File: src/rtl/int_injector.sv
// int_injector: register-programmable multi-channel external interrupt generator
module int_injector #(
    parameter int          N_CH      = 4,
    parameter logic [31:0] BASE_ADDR = 32'h0000_7f20,
    parameter logic [31:0] PC_LO     = 32'h0000_3000,
    parameter logic [31:0] PC_HI     = 32'h0000_417f,
    parameter int          PERIOD_W  = 16
) (
    input  logic            clk,
    input  logic            reset,
    input  logic [31:0]     macroscopic_pc,
    input  logic [31:0]     addr,
    input  logic [31:0]     wdata,
    input  logic [3:0]      byteen,
    output logic [31:0]     rdata,
    output logic [N_CH-1:0] irq
);
    localparam int DEPTH = int'((PC_HI - PC_LO + 32'd1) >> 2);
    localparam int IW    = DEPTH > 1 ? $clog2(DEPTH) : 1;

    logic [29:0]         wi;
    logic [31:0]         m, w, pc_off;
    logic                we, cw, vw, pc_hit, unused_ok;
    logic [2*N_CH-1:0]   ctrl, ctrl_n;
    logic [N_CH-1:0]     pending, set_m, clr_m, fire, pw, enter;
    logic [PERIOD_W-1:0] period [N_CH];
    logic [PERIOD_W-1:0] cnt [N_CH];
    logic [PERIOD_W-1:0] pnew [N_CH];
    logic [DEPTH-1:0]    visited;

    assign wi        = addr[31:2] - BASE_ADDR[31:2];
    assign we        = |byteen;
    assign cw        = we && wi == 30'd1;
    assign vw        = we && wi == 30'd4;
    assign m         = {{8{byteen[3]}}, {8{byteen[2]}}, {8{byteen[1]}}, {8{byteen[0]}}};
    assign w         = {macroscopic_pc[31:2], 2'b00};
    assign pc_off    = w - PC_LO;
    assign pc_hit    = ctrl[1:0] == 2'b01 && !pending[0] && w >= PC_LO && w <= PC_HI && !visited[pc_off[IW+1:2]];
    assign irq       = pending;
    assign unused_ok = ^{addr[1:0], macroscopic_pc[1:0], wdata, pc_off};

    // decode writes, per-channel period events and combinational read data
    always_comb begin
        ctrl_n = (ctrl & ~m[2*N_CH-1:0]) | (wdata[2*N_CH-1:0] & m[2*N_CH-1:0]);
        set_m  = (we && wi == 30'd2) ? (wdata[N_CH-1:0] & m[N_CH-1:0]) : '0;
        clr_m  = (we && wi == 30'd0) ? '1 : (we && wi == 30'd3) ? (wdata[N_CH-1:0] & m[N_CH-1:0]) : '0;
        rdata  = wi == 30'd0 ? 32'(pending) : wi == 30'd1 ? 32'(ctrl) : '0;
        for (int i = 0; i < N_CH; i++) begin
            pw[i]    = we && wi == 30'(8 + i);
            pnew[i]  = (period[i] & ~m[PERIOD_W-1:0]) | (wdata[PERIOD_W-1:0] & m[PERIOD_W-1:0]);
            enter[i] = cw && ctrl_n[2*i+:2] == 2'b10 && ctrl[2*i+:2] != 2'b10;
            fire[i]  = ctrl[2*i+:2] == 2'b10 && cnt[i] == PERIOD_W'(1) && !pw[i];
            if (wi == 30'(8 + i))
                rdata = 32'(period[i]);
        end
        set_m    = set_m | fire;
        set_m[0] = set_m[0] | pc_hit;
    end

    // register file, pending bits, visited bitmap and period counters
    always_ff @(posedge clk) begin
        if (!reset) begin
            ctrl    <= (2*N_CH)'(1);
            pending <= '0;
            visited <= '0;
            for (int i = 0; i < N_CH; i++) begin
                period[i] <= '0;
                cnt[i]    <= '0;
            end
        end else begin
            if (cw)
                ctrl <= ctrl_n;
            pending <= (pending & ~clr_m) | set_m;
            if (vw)
                visited <= '0;
            if (pc_hit)
                visited[pc_off[IW+1:2]] <= 1'b1;
            for (int i = 0; i < N_CH; i++) begin
                if (pw[i]) begin
                    period[i] <= pnew[i];
                    cnt[i]    <= pnew[i];
                end else if (enter[i])
                    cnt[i] <= period[i];
                else if (ctrl[2*i+:2] == 2'b10 && cnt[i] != '0)
                    cnt[i] <= fire[i] ? period[i] : cnt[i] - PERIOD_W'(1);
            end
        end
    end
endmodule

File: config.mk
export PLATFORM = sky130hd
export DESIGN_NAME = int_injector
export DESIGN_NICKNAME = d
export VERILOG_FILES = /design/src/rtl/int_injector.sv
export SDC_FILE = /design/constraint.sdc
export NUM_CORES = 2
export LEC_CHECK = 0
export ABC_AREA = 1
export CAP_MARGIN = 5
export CORE_AREA = 3 3 392 394
export DETAILED_ROUTE_END_ITERATION = 6
export DIE_AREA = 0 0 395 397
export GPL_TIMING_DRIVEN = 1
export HOLD_SLACK_MARGIN = 0.1
export SYNTH_ARGS = -nofsm -noshare
export SYNTH_HDL_FRONTEND = slang
export SYNTH_SLANG_ARGS = --single-unit
File: constraint.sdc
create_clock -name clk -period 3.9 [get_ports clk]
set_input_delay 0.39 -clock clk [delete_from_list [all_inputs] [get_ports clk]]
set_output_delay 0.39 -clock clk [all_outputs]
set_load 0.005 [all_outputs]
# [Word level (Yosys, flattened, before mapping)]
# Memory sizes are Yosys's and may differ from the RTL's.
# Index checks and enable logic that the tools add are counted.
[word_totals] register_bits=1132 ramBits=128 input_bits=102 output_inout_bits=36 mem_count=2
[mem_list] memory="cnt" depth=4 width=16 rd=4 rd_ports_with_merged_regs=0 write_ports=4 line="27" text="logic [PERIOD_W-1:0] cnt [N_CH];"
[mem_list] memory="period" depth=4 width=16 rd=4 rd_ports_with_merged_regs=0 write_ports=4 line="26" text="logic [PERIOD_W-1:0] period [N_CH];"
[classes] n_addsub=6 order_cmp=4 n_eq_ne=25 n_mux=85 n_bitwise=37 n_reduce_logical=46
[ops] op="two-way mux 1120 bit" count=3
[ops] op="bitwise OR 1120 bit" count=1
[ops] op="two-way mux 16 bit" count=21
[ops] op="== test 30 x 4 -> 1 bit (second input constant)" count=4
[ops] op="two-way mux 32 bit" count=3
[ops] op="bitwise AND 16 bit" count=5
[ops] op="== test 16 x 1 -> 1 bit (second input constant)" count=4
[ops] op="bitwise OR 16 bit" count=4
[ops] op="nonzero test 16 bit" count=4
[ops] op="subtractor 16 x 1 -> 16 bit (second input constant)" count=4
[ops] op="== test 30 x 2 -> 1 bit (second input constant)" count=2
[ops] op="two-way mux 1 bit" count=51
[ops] op="logical AND 1 bit" count=34
[ops] op="greater-or-equal comparator 32 x 14 -> 1 bit (second input constant)" count=1
[ops] op="less-or-equal comparator 32 x 15 -> 1 bit (second input constant)" count=1
[ops] op="== test 30 x 1 -> 1 bit (second input constant)" count=1
[ops] op="== test 30 x 3 -> 1 bit (second input constant)" count=1
[ops] op="logical NOT 30 bit" count=1
[ops] op="subtractor 30 x 13 -> 30 bit (second input constant)" count=1
[ops] op="bitwise OR 1 bit" count=17
[ops] op="bitwise AND 8 bit" count=2
[ops] op="== test 2 bit (second input constant)" count=8
[ops] op="two-way mux 8 bit" count=2
[ops] op="inverter 16 bit" count=1
[ops] op="other kinds (15)" count=27

# [Longest topological paths before layout]
[logic_depth] ltp_word=12 mapped_depth=23 depth_no_buf=21

# [Worst setup path before layout]
# OpenSTA, ideal clock, no wires.
[synth_path] kind="input port to flip-flop" from="input addr[5]" to="memory cnt[0][0], enable pin" setup_time_ps=368 arrival_time_ps=3206 required_time_ps=3532 path_slack_ps=326 path_stages=17 path_buffers=2 cell_sequence="inv_1 ha_1 a21oi_2 nand3_1 buf_2 nand3b_1 nand2_1 nor2_1 nand2_1 nor2_1 and2_1 buf_2 nand3_1 nand2_1 nor2_2 nor2_1 nand2_1"
[synth_rtl] item="from (decl)" line="12" text="input logic [31:0] addr,"
[synth_rtl] item="to (decl)" line="27"

# [Worst setup path after layout]
[layout_path] from="input addr[24]" to="output rdata[2]"
[layout_between] elab_chain_cells=8
[layout_lines] item="subtractor 30 x 13 -> 30 bit *" line="31" text="assign wi = addr[31:2] - BASE_ADDR[31:2];"
[layout_lines] item="== test 30 x 1 -> 1 bit" line="47" text="rdata = wi == 30'd0 ? 32'(pending) : wi == 30'd1 ? 32'(ctrl) : '0;"
[layout_lines] item="two-way mux 8 bit (2 in a row)" line="47"
[layout_lines] item="two-way mux 16 bit" line="53" text="if (wi == 30'(8 + i))"
[layout_lines] item="two-way mux 32 bit (2 in a row)" line="53"
[layout_lines] item="two-way mux 32 bit *" line="53"
[layout_lines] item="to (decl)" line="15" text="output logic [31:0] rdata,"
# Mark *: on every way between the ends. The rest lies on a longest branch, timed or not.

==> flow_summary.toml <==
[timing]
max_slew.worst_pin.slew_ns = 1.21
slew_headroom = 0.191
slew_viol_final = 0
finalSetupViolCount = 0
final.period_utilization = 0.945
hold_viol = 0
skew_ns = 0.0579
rsz0062_at_grt = "no"
min_period_ns = 3.69
max_freq_ghz = 0.271

[finish]
nets = 9924
layout_commonest_cell = "nand2_1"
final_area_mm2 = 0.0748
final_cell_mix = "nand2_1 (3819), nor2_1 (1386), a21oi_1 (1256)"
syn_to_final_growth_pct = 18.6
layoutNonFillerInstCount = 11944
drive_gt1_frac = 0.0955
antenna_cells = 0

[cts]
cts_inserted_buffers = 144
path_clk_slew_ns = 0.06
clockRootBuffer = "clkbuf_16"
holdBufCountCts = 0
clk_path_buf_depth = 3
clk_latency_ns = 0.81
cts_sinks = 1260
cts_tree = "done"
cts_max_level = 4

[detailed_routing]
postRouteAntennaNets = 0
route.detailed.drc = 0
drt_first_pass_iters = 6
first_iter_violations = 7493
wl_met1_mm = 101
wl_per_cell_um = 20.4
via_per_inst = 5.52
num_vias = 65893
routed_wl_mm = 244
met2_length_mm = 110
top_layer = "met4"
wl_met3_mm = 21.4

[worst_hold_path]
hold_path_startpoint = "reset"
min-delay-path-class = "input port to flip-flop"

[placed_design]
dp_hpwl_mm = 149
post_dp_cell_area_mm2 = 0.0696
gp_congestion = 0.970
place_inst = 11672
port_buffers = 101

[power]
power_density_mw_per_mm2 = 387
leakage_uw = 0.0273
ir_worst_vdd_mv = 0.363

[synth]
synthFlopType = "dfxtp_1"
ys_seq_area_frac = 0.420
avgSynthCellArea_um2 = 6.48
async_flop_share = 0
synth_cell_types = 45
ys_warn_count = 0
syn_inst = 9739
syn-cell-area_mm2 = 0.0631
synth-edff-count = 128
ys_ff_latch = 1260

[global_route]
grt_pass1_vias = 61088
grt_pass1_wl_mm = 369
grt_max_degree = 170
antenna_found_initial = 2
track_usage = 0.299
gr-total-overflow = 0

[setup_path]
arrival_ns = 3.30
cp-start-kind = "input port"
reg2reg_slack_ns = 1.04
crit_end = "rdata[2]"
setup.worst_path.start = "addr[24]"
critPathKind = "input port to output port"
r2r_end = "visited[928]"
r2r_cells = 16
required_ns = 3.51
r2r_start = "visited[1047]"
end_kind = "output port"
cp_max_fo = 15

[run]
maxCapViolations = 0

[outcome]
status = "finished clean"

[floorplan]
dieArea_mm2 = 0.157
die_w_um = 395
start_util = 0.420
fp-row-count = 142
pin_count = 138
die_y_um = 397
core-area_mm2 = 0.150
report_power, final:
group / internal, µW / switching [µW] / leakage (µW)
clock: 8200 / 5900 / 0.00241
sequential: 13100 / 59.4 / 0.0104
combinational: 480 / 1200 / 0.0145
sequential cells by signal, indices dropped and copies added, names as in the netlist:
name,cells
period,64
ctrl,8
visited,1120
cnt,64
irq,4
layout make-up:
cell class              count  area (µm²)
clock inverters            50         756
fillers                 15044       75300
repair buffers            711        7320
clock buffers             211        4190
flip-flops and latches   1260       26500
inverters                 242         933
well taps                2016        2520
multi-input cells        7454       32600
synthesized netlist by cell type, drive strengths merged (14+ instances only):
master	count	area (µm²)
nand2	3858	14500
nor2	1411	5320
a21oi	1257	6290
dfxtp	1132	22700
clkbuf	582	2180
a22oi	396	2970
inv	238	893
buf	216	1240
nand4	144	907
nand3	133	671
edfxtp	128	3840
o21ai	87	435
nor3	33	170
xor2	23	201
nand3b	17	131
xnor2	17	149
nor4	14	93.8
routing by layer:
| layer | vias to the layer above | GRT usage |
|---|---|---|
| met5 | - | 0 |
| li1 | 31431 | - |
| met1 | 31017 | 0.399 |
| met2 | 2868 | 0.477 |
| met3 | 577 | 0.0514 |
| met4 | 0 | 0.125 |
kinds of logic (layout without fill, tap and decap cells):
| kind of cell | after synthesis | in the layout | share of synthesized area |
|---|---|---|---|
| AO/OA/AOI/OAI | 1770 | 1770 | 0.157 |
| adder cells (fa/ha/maj) | 9 | 9 | 0.00179 |
| flip-flops | 1260 | 1260 | 0.420 |
| buffers and inverters | 1040 | 1214 | 0.0688 |
| other | 1 | 16 | 0.0000594 |
| XOR/XNOR | 40 | 40 | 0.00555 |
| AND/OR/NAND/NOR | 5619 | 5619 | 0.346 |
critical path: stages:
cell and delay [ns]:
clkdlybuf4s50_1 0.51, nor2_1 0.18, nand2_1 0.10, nor2_1 0.18
nand3_1 0.09, nand2_1 0.08, nand2_1 0.08, inv_1 0.06
nand4_1 0.14, nor2_4 0.27, buf_6 0.16, nand2_1 0.07
inv_2 0.07, buf_12 0.13, a21oi_1 0.08, nand2_1 0.09
nand2_1 0.05, nand2_1 0.05, clkdlybuf4s50_1 0.49
stage by stage:
stage	hold slack [ns]	worst slack [ns]	total power [µW]	utilization	setup TNS (ns)
floorplan	0.445	0.326	14200	-	0
global placement	0.450	-0.310	15100	0.464	-142.71
detailed placement	0.454	-0.297	15100	0.464	-208.13
CTS	0.164	0.00161	29100	0.497	0
global route	0.213	0.00258	29800	0.498	0
finish	0.240	0.214	29000	0.498	0
how the worst min path moves through the flow:
stage,to,slack (ns),cells past startpoint
3_3_place_gp,visited[676],0.45,2
6_report,ctrl[0],0.24,3
4_1_cts,ctrl[0],0.16,3
2_1_floorplan,visited[101],0.45,2
5_1_grt,ctrl[0],0.21,3
3_5_place_dp,visited[452],0.45,2
what timing repair did:
item                                    CTS  global route
gates cloned                              0             1
endpoints found under the setup margin   16            11
gates resized for setup                  27            54
pin swaps                                 3             9
buffers inserted                          3             7
Note: power is estimated with default switching activity, not from simulation.
